File: src/rtl/div_pkg.sv
// Shared definitions for the sequential divider: operand width default,
// FSM state encoding and the quotient reported on divide-by-zero.
package div_pkg;

    // Default operand/result width
    localparam int DIV_WIDTH = 32;

    // FSM state encoding (plain constants so older tools can consume it)
    typedef logic [1:0] div_state_t;
    localparam div_state_t ST_IDLE = 2'd0;
    localparam div_state_t ST_CALC = 2'd1;
    localparam div_state_t ST_FIX  = 2'd2;
    localparam div_state_t ST_DONE = 2'd3;

    // Quotient returned when the divisor is zero
    localparam logic [DIV_WIDTH-1:0] DIV_ZERO_QUOTIENT = 32'hFFFF_FFFF;

    // Iteration counter value of the last shift-subtract step
    localparam logic [5:0] LAST_STEP = 6'd31;

endpackage

File: src/rtl/div_step.sv
// One restoring shift-subtract iteration. The quotient register initially
// holds the dividend; each step shifts its top bit into the partial
// remainder and shifts a new quotient bit in at the bottom.
module div_step
    import div_pkg::*;
#(
    parameter int WIDTH = DIV_WIDTH
) (
    input  logic [WIDTH-1:0] rem_in,
    input  logic [WIDTH-1:0] quo_in,
    input  logic [WIDTH-1:0] dvsr,
    output logic [WIDTH-1:0] rem_out,
    output logic [WIDTH-1:0] quo_out
);

    logic [WIDTH:0] shifted;

    // Shift, trial-subtract, and keep the difference only if it is non-negative
    always_comb begin
        shifted = {rem_in, quo_in[WIDTH-1]};
        quo_out = {quo_in[WIDTH-2:0], 1'b0};
        rem_out = shifted[WIDTH-1:0];
        if (shifted >= {1'b0, dvsr}) begin
            rem_out    = shifted[WIDTH-1:0] - dvsr;
            quo_out[0] = 1'b1;
        end
    end

endmodule

File: src/rtl/seq_divider.sv
// Sequential 32-step restoring divider: IDLE -> CALC (32 cycles) -> FIX ->
// DONE. Divide-by-zero short-cuts from IDLE straight to DONE.
// Handshake: start is sampled only in IDLE; while busy is high further
// starts are dropped (no queuing); done is a one-cycle pulse during which
// lo_out/hi_out/div_by_zero are valid, and they hold until the next result.
// Optional macro SEQ_DIVIDER_SIGNED_EN selects two's-complement division
// (truncate toward zero, remainder takes the dividend's sign); without it the
// divider is unsigned and FIX just copies the results.
module seq_divider
    import div_pkg::*;
#(
    parameter int WIDTH = DIV_WIDTH
) (
    input  logic             clk,
    input  logic             clr,
    input  logic             start,
    input  logic [WIDTH-1:0] dividend,
    input  logic [WIDTH-1:0] divisor,
    output logic             busy,
    output logic             done,
    output logic [WIDTH-1:0] lo_out,
    output logic [WIDTH-1:0] hi_out,
    output logic             div_by_zero,
    output div_state_t       state_dbg
);

    div_state_t       state;
    logic [5:0]       cnt;
    logic [WIDTH-1:0] rem_q;
    logic [WIDTH-1:0] quo_q;
    logic [WIDTH-1:0] dvsr_q;
    logic [WIDTH-1:0] rem_nxt;
    logic [WIDTH-1:0] quo_nxt;
    logic [WIDTH-1:0] dividend_mag;
    logic [WIDTH-1:0] divisor_mag;
    logic [WIDTH-1:0] lo_fix;
    logic [WIDTH-1:0] hi_fix;

`ifdef SEQ_DIVIDER_SIGNED_EN
    logic quo_neg_q;
    logic rem_neg_q;

    // Operand magnitudes; the most negative value maps onto itself, which is
    // the correct unsigned magnitude
    always_comb begin
        dividend_mag = dividend[WIDTH-1] ? (~dividend + 1'b1) : dividend;
        divisor_mag  = divisor[WIDTH-1]  ? (~divisor + 1'b1)  : divisor;
    end

    // Re-apply signs to the unsigned results
    always_comb begin
        lo_fix = quo_neg_q ? (~quo_q + 1'b1) : quo_q;
        hi_fix = rem_neg_q ? (~rem_q + 1'b1) : rem_q;
    end

    // Result signs captured with the operands
    always_ff @(posedge clk) begin
        if (clr) begin
            quo_neg_q <= 1'b0;
            rem_neg_q <= 1'b0;
        end else if (state == ST_IDLE && start) begin
            quo_neg_q <= dividend[WIDTH-1] ^ divisor[WIDTH-1];
            rem_neg_q <= dividend[WIDTH-1];
        end
    end
`else
    // Unsigned build: operands and results pass through unchanged
    always_comb begin
        dividend_mag = dividend;
        divisor_mag  = divisor;
        lo_fix       = quo_q;
        hi_fix       = rem_q;
    end
`endif

    div_step #(.WIDTH(WIDTH)) u_step (
        .rem_in  (rem_q),
        .quo_in  (quo_q),
        .dvsr    (dvsr_q),
        .rem_out (rem_nxt),
        .quo_out (quo_nxt)
    );

    assign state_dbg = state;

    // Control FSM, working registers and registered outputs
    always_ff @(posedge clk) begin
        if (clr) begin
            state       <= ST_IDLE;
            cnt         <= '0;
            rem_q       <= '0;
            quo_q       <= '0;
            dvsr_q      <= '0;
            busy        <= 1'b0;
            done        <= 1'b0;
            lo_out      <= '0;
            hi_out      <= '0;
            div_by_zero <= 1'b0;
        end else begin
            case (state)
                ST_IDLE: begin
                    done <= 1'b0;
                    if (start) begin
                        cnt  <= '0;
                        busy <= 1'b1;
                        if (divisor == '0) begin
                            // Results are known immediately
                            lo_out      <= WIDTH'(DIV_ZERO_QUOTIENT);
                            hi_out      <= dividend;
                            div_by_zero <= 1'b1;
                            done        <= 1'b1;
                            state       <= ST_DONE;
                        end else begin
                            rem_q  <= '0;
                            quo_q  <= dividend_mag;
                            dvsr_q <= divisor_mag;
                            state  <= ST_CALC;
                        end
                    end
                end
                ST_CALC: begin
                    rem_q <= rem_nxt;
                    quo_q <= quo_nxt;
                    if (cnt == LAST_STEP) begin
                        state <= ST_FIX;
                    end else begin
                        cnt <= cnt + 6'd1;
                    end
                end
                ST_FIX: begin
                    lo_out      <= lo_fix;
                    hi_out      <= hi_fix;
                    div_by_zero <= 1'b0;
                    done        <= 1'b1;
                    state       <= ST_DONE;
                end
                ST_DONE: begin
                    done  <= 1'b0;
                    busy  <= 1'b0;
                    state <= ST_IDLE;
                end
                default: begin
                    done  <= 1'b0;
                    busy  <= 1'b0;
                    state <= ST_IDLE;
                end
            endcase
        end
    end

endmodule

File: config.mk
export PLATFORM = sky130hd
export DESIGN_NAME = seq_divider
export DESIGN_NICKNAME = d
export VERILOG_FILES = /design/src/rtl/div_pkg.sv /design/src/rtl/div_step.sv /design/src/rtl/seq_divider.sv
export SDC_FILE = /design/constraint.sdc
export NUM_CORES = 1
export LEC_CHECK = 0
export ABC_AREA = 1
export BUFFER_PORTS_ARGS = -buffer_cell sky130_fd_sc_hd__buf_2
export CAP_MARGIN = 25
export CORE_UTILIZATION = 31
export CTS_CLUSTER_SIZE = 24
export DETAILED_ROUTE_END_ITERATION = 10
export GPL_ROUTABILITY_DRIVEN = 0
export SLEW_MARGIN = 20
export SYNTH_ARGS = -nofsm -noshare
export SYNTH_HDL_FRONTEND = slang
export SYNTH_HIERARCHICAL = 1
export SYNTH_SLANG_ARGS = --single-unit
File: constraint.sdc
create_clock -name clk -period 2.7 [get_ports clk]
set_input_delay 0.54 -clock clk [delete_from_list [all_inputs] [get_ports clk]]
set_output_delay 0.54 -clock clk [all_outputs]
set_load 0.1 [all_outputs]
* Word-level counts from Yosys, hierarchy flattened *
Index checks and enable logic that the tools add are counted.

storage, ports and cells
  register bits = 171
  word-level logic and storage cells = 64

operators by class
  add/subtract/negate cells = 2
  magnitude comparators = 1
  eq/ne operators = 9
  muxes and demuxes = 29
  bitwise logic cells = 1
  reductions and logical operators = 12

operators with widths
  operator               number
  $mux W32               9
  $pmux W32 S2           4
  $ge A33 B32 Y1         1
  $logic_not A32 Y1      1
  $sub A32 B32 Y32       1
  $mux W6                2
  $pmux W6 S2            1
  $reduce_and A3 Y1      4
  $ne A2 B2 Y1 const B   5
  $pmux W2 S4            1
  $add A6 B1 Y6 const B  1
  $eq A6 B5 Y1 const B   1
  $mux W1                6
  $mux W2                3
  $reduce_bool A2 Y1     3
  $eq A2 B2 Y1 const B   2
  $pmux W1 S2            2
  $reduce_and A2 Y1      2
  $pmux W1 S3            1
  $reduce_bool A3 Y1     1
  $eq A2 B1 Y1 const B   1
  $logic_not A2 Y1       1
  $not A1 Y1             1

* Depth between registers and ports, before layout *
  word-level depth = 4
  depth in mapped cells = 20
  depth with buffers taken out = 18

* Hierarchy *
Netlist, hierarchy kept.

modules (own cells, without submodules)
  module       instances  cells each  area an instance (um^2)  seq. area each (um^2)
  seq_divider  1          1171        7868.8                   3423.3
  div_step     1          678         3393.3                   0.0

* Worst setup path before layout *
OpenSTA, ideal clock, no wires.

  path type = register to register
  start point = register state[1] (netlist: state_dbg[1])
  end point = register rem_q[1] (netlist: hi_fix[1])
  library setup time = 0.117 ns
  arrival = 2.433 ns
  data required time = 2.583 ns
  slack = 0.149 ns
  stages on the path, launching flop included = 9
  buffers on the path = 2
  cells stage by stage = dfxtp_1 inv_1 ha_1 nand2_1 clkbuf_1 buf_1 nand3b_1 nand2_1 nor2_1

between the ends
  word-level cells in the longest chain between the ends = 3

ends and longest elaborated chain
  what                                                                        line                RTL
  start: declaration                                                          seq_divider.sv:27   div_state_t state;
  start signal: assignment                                                    seq_divider.sv:89   state <= ST_IDLE;
  start signal: assignment                                                    seq_divider.sv:112  state <= ST_DONE;
  start signal: assignment                                                    seq_divider.sv:117  state <= ST_CALC;
  $logic_not A2 Y1 / $eq A2 B1 Y1 (equally long branches)                     seq_divider.sv:100  case (state)
  $ne A2 B2 Y1 (no source line) / $reduce_bool A2 Y1 (equally long branches)  --
  $reduce_and A3 Y1 (no source line)                                          --
  end signal: assignment                                                      seq_divider.sv:122  rem_q <= rem_nxt;
  end: declaration                                                            seq_divider.sv:29   logic [WIDTH-1:0] rem_q;

Parallel ways exist; a longest one is shown, timed or not.
A chain may end at the register's enable or synchronous reset.

* Worst setup path after layout *
  start point = register rem_q[18] (netlist: hi_fix[18])
  end point = register rem_q[16] (netlist: hi_fix[16])

between the ends
  word-level cells in the longest chain between the ends = 3

ends and longest elaborated chain
  what             line                RTL
  $ge A33 B32 Y1   div_step.sv:23      if (shifted >= {1'b0, dvsr}) begin
  $mux W32         div_step.sv:23
  net rem_nxt[16]  seq_divider.sv:32   logic [WIDTH-1:0] rem_nxt;
  $pmux W32 S2     seq_divider.sv:100

The timed path passes the listed nets, and every way through them passes these cells.

==> impl_metrics.tcl <==
set metrics [dict create \
    die_w_um 192.6 \
    cpMostUsedCell "nand2_1" \
    avgSynthCellArea_um2 6.091 \
    fillers 3956 \
    fin_ws_ns 0.1980 \
    drtIter0Drc 1016 \
    fin_setup_tns_ns 0 \
    max_slew_margin_pct 53.31 \
    synth_area_um2 11260 \
    viasPerCell 4.831 \
    status "finished with violations" \
    vias 11560 \
    tightest_slew_ns 0.7003 \
    crit_family "simple AND/OR/NAND/NOR gates" \
    synth_ff_type "dfxtp_1" \
    dp_hpwl_um 25910 \
    cp_slowest_cell "ha_1" \
    cts_root_buffer "clkbuf_16" \
    clk_path_buf_depth 2 \
    fin_nets 2025 \
    max_freq_ghz 0.3997 \
    reg2reg_depth 14 \
    regArea_um2 3427 \
    drc_errors 22 \
    drv_slew 0 \
    die_h_um 192.6 \
    cp-startpoint "hi_fix[18]$_SDFFE_PP0P_" \
    yosys.cell_types.count 36 \
    numCtsBuffers 17 \
    htreeDepth 4 \
    core.rowCount 69 \
    ant_nets 0 \
    wl_per_cell_um 14.44 \
    worstPathRequired_ns 3.04 \
    cts_num_sinks 171 \
    routed_wl_um 34540 \
    rsz0062_at_grt "false" \
    grt_usage_pct 18.66 \
    die_area_um2 37090 \
    grt_pass1_vias 10560 \
    setup_violations 0 \
    grt_overflow_total 0 \
    cp_max_fo 19 \
    critical_path.cell_chain "ha_1 -> nand2_1 -> nor2_1 -> nand2_1 -> nor2_2 -> nand2_1 -> nand2_1 -> nor2_4 -> buf_4 -> nand3_1 -> nand2_1 -> nand2_1 -> a21boi_0 -> nor2_1" \
    use_met3_pct 3.746 \
    critPathMaxStageDelay_ns 0.43 \
    grt_pass1_wl_um 54570 \
    grt_max_degree 104 \
    synth_edf_count 0 \
    antenna_found_initial 0 \
    ctsHoldBuffers 0 \
    drt_pre_antenna_iters 8 \
    core_um2 35660 \
    final.setup_skew_ns 0.01402 \
    violations "DRC" \
    cts_tree "built" \
    async_flop_share_pct 0 \
    rr_endpoint "hi_fix[16]$_SDFFE_PP0P_" \
    dp_slack_ns 0.2089 \
    port-buffer-count 135 \
    yosysSeqAreaShare_pct 30.40 \
    critical_path_class "flip-flop to flip-flop" \
    area_growth_pct 14.00 \
    multi_input_area_um2 6396 \
    top_usage_layer "met2" \
    clock_latency_ns 0.44 \
    critPathBufInv 1 \
    crit_end "hi_fix[16]$_SDFFE_PP0P_" \
    postLayoutCoreUtil_pct 36.01 \
    start_util_pct 31.59 \
    clk_pin_slew_ns 0.08 \
    startpoint_type "flip-flop" \
    synth_cells 1849 \
    drive_gt1_share_pct 12.74 \
    maxCapViolCount 0 \
    cp.depth 14 \
    n_antenna_cell 0 \
    critPathCaptureType "flip-flop" \
    syn-num-nets 1956 \
    post-route-period-util_pct 92.67 \
    pin_count 136 \
    ys_warn_count 6 \
    rrSetupSlack_ns 0.20 \
    grtUsageMet2_pct 28.40 \
    gr-usage-met1_pct 26.50 \
    timing.rr.start "hi_fix[18]$_SDFFE_PP0P_" \
    min_period_ns 2.502 \
    hold_violations 0 \
    hp-class "input pin to flip-flop" \
    ys_ff_latch 171 \
    cp.arrival_ns 2.84 \
]
registers in the layout (all words and copies together) (netlist names):
name and cells:
dvsr_q 32, hi_fix 32, hi_out 32, lo_fix 32, lo_out 32, cnt 6
state_dbg 2, busy 1, div_by_zero 1, done 1
worst min-delay path, stage by stage:
cell	delay, ns
buf_2	0.09
o21ai_0	0.07
nor2_1	0.07
how the worst min path moves through the flow:
stage	startpoint	end	slack, ns	depth (start not counted)
CTS	divisor[14]	dvsr_q[14]$_SDFFE_PP0P_	0.36	3
floorplan	cnt[2]$_SDFFE_PP0P_	cnt[2]$_SDFFE_PP0P_	0.44	2
global placement	lo_out[23]$_SDFFE_PP0P_	lo_out[23]$_SDFFE_PP0P_	0.46	2
global route	divisor[18]	dvsr_q[18]$_SDFFE_PP0P_	0.37	3
finish	divisor[25]	dvsr_q[25]$_SDFFE_PP0P_	0.37	3
detailed placement	lo_out[23]$_SDFFE_PP0P_	lo_out[23]$_SDFFE_PP0P_	0.47	2
Yosys cell counts (all sizes together) (15+ instances only):
master / number / area (um^2)
clkbuf: 46 / 172.7
buf: 80 / 558.0
dfxtp: 171 / 3423
o21ai: 104 / 520.5
a21oi: 98 / 490.5
a21boi: 15 / 112.6
nor2: 305 / 1162
nand3: 106 / 585.6
inv: 198 / 743.2
ha: 39 / 488.0
nand2: 584 / 2231
nand3b: 58 / 435.4
routing by layer:
metal,part of all wire (%),vias to the layer above
met4,1.6,0
met1,47,5245
met3,8.6,33
met2,42,408
li1,-,5870
met5,0,-
placed cells by master (no fill, tap or decap), drive strengths merged:
cell    instances
a21oi          98
or2             1
xnor2           1
nand3b         58
ha             39
and2            8
nand2         585
dfxtp         171
bufinv          1
a21o            2
buf           175
clkbuf         17
fa              1
o21bai          1
nor3            9
o21ai         104
o31ai           1
xor2           14
and3            1
nand3         106
nor2          305
a21boi         15
inv           206
clkinv          7
nand4           5
through the flow:
stage | hold slack [ns] | cells | instance area [um^2]
floorplan | 0.4443 | 1849 | 11260
global placement | 0.4597 | 2359 | 12190
detailed placement | 0.4685 | 2359 | 12190
CTS | 0.3584 | 2391 | 12810
global route | 0.3732 | 2392 | 12840
finish | 0.3670 | 2392 | 12840
final cells by class:
class / count / area share [%]
inverter: 199 / 5.828
sequential: 171 / 26.69
clock inverter: 15 / 1.540
tap: 461 / 4.493
clock buffer: 17 / 3.314
multi-input combinational: 1354 / 49.82
timing repair buffer: 175 / 8.313
cell families (layout without fill, tap and decap cells):
family / after synthesis / after routing / synth area share, %
AOI/OAI and AO/OA: 221 / 221 / 10.24
xor gates and xnor gates: 15 / 15 / 1.167
adders and majority gates: 40 / 40 / 4.511
buffers and inverters: 325 / 406 / 13.12
DFF: 171 / 171 / 30.40
and+or+nand+nor: 1077 / 1078 / 40.56
what timing repair did:
action                     4_1_cts  5_1_grt
setup buffers                    0        0
resized for setup                0        6
hold endpoints to repair         0        0
setup endpoints to repair        0       19
Power is not shown: default switching activity piles up to over one toggle a cycle in this logic, so the estimate is an artifact.
